==> src/rtl/pcie_tx_arb.sv <==
// Two-requester arbiter for the ECP3 PCIe VC0 transmit port: requester 0 = completions, requester 1 = posted DMA writes.
// Build with PCIE_TX_ARB_RR_EN defined for round-robin arbitration; otherwise fixed priority per CPL_FIRST.
module pcie_tx_arb #(
    parameter bit          CPL_FIRST  = 1'b1,
    parameter int unsigned GAP_CYCLES = 1
) (
    input  logic        pcie_clk,
    input  logic        rstn,
    input  logic        r0_req,
    input  logic        r0_st,
    input  logic        r0_end,
    input  logic [15:0] r0_data,
    input  logic        r1_req,
    input  logic        r1_st,
    input  logic        r1_end,
    input  logic [15:0] r1_data,
    input  logic [9:0]  r1_len,
    output logic        r0_gnt,
    output logic        r1_gnt,
    output logic        r0_rdy,
    output logic        r1_rdy,
    output logic        tx_req,
    output logic        tx_st,
    output logic        tx_end,
    output logic [15:0] tx_data,
    input  logic        tx_rdy,
    input  logic [8:0]  tx_ca_ph,
    input  logic [12:0] tx_ca_pd,
    input  logic        tx_ca_p_recheck,
    output logic        busy
);

    typedef enum logic [1:0] {IDLE, REQ, XFER, GAP} state_t;

    localparam logic [1:0] GAP_LAST = 2'(GAP_CYCLES - 1);

    state_t      state, state_nxt;
    logic        sel, sel_nxt;
    logic [1:0]  gap_cnt;
    logic [10:0] r1_dw, pd_need;
    logic        ph_ok, pd_ok, credit_ok;
    logic        elig0, elig1, pick, xfer;

    // Credits are evaluated live every IDLE cycle, so the recheck pulse carries no extra information.
    logic unused_recheck;
    assign unused_recheck = tx_ca_p_recheck;

    assign r1_dw     = (r1_len == 10'd0) ? 11'd1024 : {1'b0, r1_len};
    assign pd_need   = (r1_dw + 11'd3) >> 2;
    assign ph_ok     = tx_ca_ph[8] | (tx_ca_ph[7:0] != 8'd0);
    assign pd_ok     = tx_ca_pd[12] | ({1'b0, pd_need} <= tx_ca_pd[11:0]);
    assign credit_ok = ph_ok & pd_ok;
    assign elig0     = r0_req;
    assign elig1     = r1_req & credit_ok;

`ifdef PCIE_TX_ARB_RR_EN
    // ptr names the requester that wins the next tie; it flips to the other side on every grant drop.
    logic ptr;
    always_ff @(posedge pcie_clk or negedge rstn) begin
        if (!rstn)
            ptr <= 1'b0;
        else if (state == XFER && state_nxt != XFER)
            ptr <= ~sel;
    end
    assign pick = (elig0 && elig1) ? ptr : elig1;
`else
    assign pick = (elig0 && elig1) ? ~CPL_FIRST : elig1;
`endif

    always_ff @(posedge pcie_clk or negedge rstn) begin
        if (!rstn) begin
            state   <= IDLE;
            sel     <= 1'b0;
            gap_cnt <= 2'd0;
        end else begin
            state   <= state_nxt;
            sel     <= sel_nxt;
            gap_cnt <= (state == GAP) ? gap_cnt + 2'd1 : 2'd0;
        end
    end

    always_comb begin
        state_nxt = state;
        sel_nxt   = sel;
        case (state)
            IDLE: if (elig0 || elig1) begin
                state_nxt = REQ;
                sel_nxt   = pick;
            end
            // Requester dropping req here is a protocol error; the packet is still taken on tx_rdy.
            REQ:  if (tx_rdy) state_nxt = XFER;
            XFER: if (tx_end && tx_rdy) state_nxt = (GAP_CYCLES > 0) ? GAP : IDLE;
            GAP:  if (gap_cnt == GAP_LAST) state_nxt = IDLE;
            default: state_nxt = IDLE;
        endcase
    end

    // All outputs decode from registered state so async reset clears them immediately.
    assign xfer    = (state == XFER);
    assign tx_req  = (state == REQ);
    assign busy    = (state != IDLE);
    assign r0_gnt  = xfer & ~sel;
    assign r1_gnt  = xfer & sel;
    assign r0_rdy  = r0_gnt & tx_rdy;
    assign r1_rdy  = r1_gnt & tx_rdy;
    assign tx_st   = xfer & (sel ? r1_st  : r0_st);
    assign tx_end  = xfer & (sel ? r1_end : r0_end);
    assign tx_data = xfer ? (sel ? r1_data : r0_data) : 16'h0000;

endmodule

==> config.mk <==
export PLATFORM = sky130hd
export DESIGN_NAME = pcie_tx_arb
export DESIGN_NICKNAME = d
export VERILOG_FILES = /design/src/rtl/pcie_tx_arb.sv
export SDC_FILE = /design/constraint.sdc
export NUM_CORES = 1
export LEC_CHECK = 0
export BUFFER_PORTS_ARGS = -buffer_cell sky130_fd_sc_hd__buf_2
export CORE_ASPECT_RATIO = 0.6
export CORE_MARGIN = 2
export CORE_UTILIZATION = 30
export CTS_BUF_LIST = sky130_fd_sc_hd__clkbuf_4
export DETAILED_ROUTE_END_ITERATION = 8
export HOLD_SLACK_MARGIN = 0.12
export PLACE_DENSITY = 0.71
export SKIP_LAST_GASP = 1
export SLEW_MARGIN = 40
export SYNTH_ARGS = -nofsm -noshare
export SYNTH_HDL_FRONTEND = slang
export SYNTH_SLANG_ARGS = --single-unit
==> constraint.sdc <==
create_clock -name pcie_clk -period 2.2 [get_ports pcie_clk]
set_clock_uncertainty 0.2 [all_clocks]
set_input_delay 0.44 -clock pcie_clk [delete_from_list [all_inputs] [get_ports pcie_clk]]
set_output_delay 0.44 -clock pcie_clk [all_outputs]
set_load 0.02 [all_outputs]
==> flow_metrics.env <==
export IMPL_status="finished, violations left"
export IMPL_violations="setup timing"
export IMPL_die_x_um=81.90
export IMPL_htreeDepth=1
export IMPL_fmax_mhz=426.8
export IMPL_cts_clk_slew_worst_paths_ps=50
export IMPL_maxCapViolCount=0
export IMPL_hold_path_class="reg2reg"
export IMPL_postSynthNetCount=228
export IMPL_antenna_cells=0
export IMPL_postSynth_asyncResetShare_pct=100.0
export IMPL_postRouteAntennaNets=0
export IMPL_row_count=16
export IMPL_leakagePower_uw=0.001092
export IMPL_avgSynthCellArea_sq_um=7.802
export IMPL_irDropWorstVdd_mv=0.4738
export IMPL_required_ps=2120
export IMPL_grt_usage_pct=17.18
export IMPL_r2r_slack_ps=160
export IMPL_fin_crit_sh_pct=106.5
export IMPL_cts_tree="built"
export IMPL_gp_congestion=0.8080
export IMPL_cts_buffers_inserted=3
export IMPL_fin_setup_tns_ps=-233.6
export IMPL_grt_pass1_wl_mm=5.671
export IMPL_synth_ff_type="dfrtp_1"
export IMPL_pin_count=98
export IMPL_path_class="in2reg"
export IMPL_min_period_ps=2343
export IMPL_portBuffers=96
export IMPL_dieArea_sq_um=4156
export IMPL_synth_enable_flop_cells=0
export IMPL_maxSlewHeadroom_pct=73.70
export IMPL_synth_area_sq_um=1092
export IMPL_routed_wl_mm=3.475
export IMPL_ys_ff_latch=5
export IMPL_dp_hpwl_mm=3.039
export IMPL_crit_fanout=4
export IMPL_overflow=0
export IMPL_final_cell_mix="buf_2 (93), nor2b_1 (21), buf_4 (20), mux2i_1 (18), inv_1 (16)"
export IMPL_grt_pass1_vias=1360
export IMPL_cp_arrival_ps=2260
export IMPL_fill_cells=317
export IMPL_setup_viol=2
export IMPL_worst_hold_slack_ps=244.1
export IMPL_area_delta_synth_final_pct=78.92
export IMPL_synthCells=140
export IMPL_antenna_found_initial=0
export IMPL_tightest_slew_ps=390.3
export IMPL_cts_root_buf="clkbuf_4"
export IMPL_synth_cell_types=33
export IMPL_start_util_pct=32.48
export IMPL_drt_first_pass_iters=4
export IMPL_route_detailed_drc=0
export IMPL_final_cells=302
export IMPL_start_kind="input port"
export IMPL_cts_sinks=5
export IMPL_wl_per_cell_um=11.51
export IMPL_clock_latency_ps=250
export IMPL_finalHoldViolations=0
export IMPL_netlist_top_cells_area="mux2i_1 (16%), ha_1 (16%), nor2b_1 (13%), dfrtp_1 (11%), inv_1 (5.8%)"
export IMPL_drv_slew=0
export IMPL_fin_ws_ps=-142.9
export IMPL_worstSetupEndpointType="register"
export IMPL_mostFrequentLayoutCell="buf_2"
export IMPL_vias=1348
export IMPL_synth_top_area_share_pct=16.49
export IMPL_die_h_um=50.74
export IMPL_rsz0062_at_grt="yes"
export IMPL_powerDensity_nw_per_um2=779.7
export IMPL_via_per_inst=4.464
export IMPL_yosysWarnings=0
export IMPL_drive_gt1_share_pct=56.03
export IMPL_clockBufferDepth=2
export IMPL_drtIter0Drc=23
export IMPL_core_sq_um=3363
export IMPL_placed_cells=294
export IMPL_fin_nets=346
export IMPL_grt_max_degree=22
export IMPL_synth_top_area_cell="mux2i_1"
export IMPL_ys_seq_area_share_pct=11.45
-- cells in the mapped netlist (2+ instances only) --
cell type,n
a21o_1,2
a21oi_1,4
a31oi_1,2
and2_1,3
and4_1,3
buf_2,2
clkbuf_1,3
dfrtp_1,5
ha_1,14
inv_1,17
mux2i_1,18
nand2_1,9
nand3_1,5
nor2_1,6
nor2b_1,22
nor4_1,2
xnor2_1,4
xor2_1,4
-- report_power, final --
group	internal [uW]	leakage [uW]	switching, uW	total [uW]
registers	136	0.0000629	42.1	178
clock network	66.0	0.0000177	41.8	108
logic	582	0.00101	657	1240
-- kinds of logic after synthesis --
kind of cell / Yosys count / synth area share (%)
and+or+nand+nor: 55 / 28.52
adders and majority gates: 14 / 16.04
xor gates and xnor gates: 8 / 6.414
muxes: 19 / 17.87
AOI/OAI and AO/OA: 17 / 11.91
buffers and inverters: 22 / 7.789
DFF: 5 / 11.45
-- cell type report --
| class | count | area (sq um) | share of cell area, % |
|---|---|---|---|
| Clock buffer | 3 | 22.52 | 1.152 |
| Clock inverter | 1 | 5.005 | 0.2561 |
| Inverter | 17 | 63.81 | 3.265 |
| Multi-Input combinational cell | 113 | 1002 | 51.28 |
| Sequential cell | 5 | 125.1 | 6.402 |
| Tap cell | 45 | 56.30 | 2.881 |
| Timing Repair Buffer | 118 | 679.4 | 34.76 |
-- routing by layer --
metal  global-route usage (%)  part of all wire [%]
met5                        0                     0
met4                    3.611                  0.66
met3                    1.079                   2.5
met2                    30.49                    51
met1                    22.77                    46
-- stage by stage --
step                      setup slack (ps)  instance area, sq um  power [uW]  utilization (%)
after floorplan                     -243.6                  1144       977.4                -
after global placement              -398.2                  1807        1344            53.72
after detailed placement            -454.8                  1807        1364            53.72
after CTS                           -98.75                  1916        1511            56.96
after global routing                -225.3                  1954        1676            58.11
final                               -142.9                  1954        1524            58.11
-- registers in the layout, summed over array words and instances (netlist names) --
register and cells:
gap_cnt 2, sel 1, state 2
-- path summary, 6_finish.rpt --
path | start | endpoint | cells after the start
min in group asynchronous | rstn | gap_cnt[1] | 2
min reg2reg | gap_cnt[0] | gap_cnt[0] | 1
min | gap_cnt[0] | gap_cnt[0] | 1
max | r1_len[0] | state[1] | 12
max reg2reg | state[1] | state[0] | 7
max in group asynchronous | rstn | gap_cnt[0] | 2
-- worst max-delay path: stages --
cell and delay, ps:
buf_6 100, nor2_4 120, nor2b_4 50, and4_4 160, and4_4 160, a32o_2 240, ha_4 270, and2_4 170
nand3_2 60, a21o_1 190, a21oi_2 190, o311ai_2 110
-- timing repair --
action	CTS	global route
pin swaps	12	5
setup buffers	2	1
hold buffers	1	0
gates resized for setup	10	5
setup endpoints to repair	21	19
endpoints found under the hold margin	5	0
No activity file was read; power rests on OpenSTA's default activity.
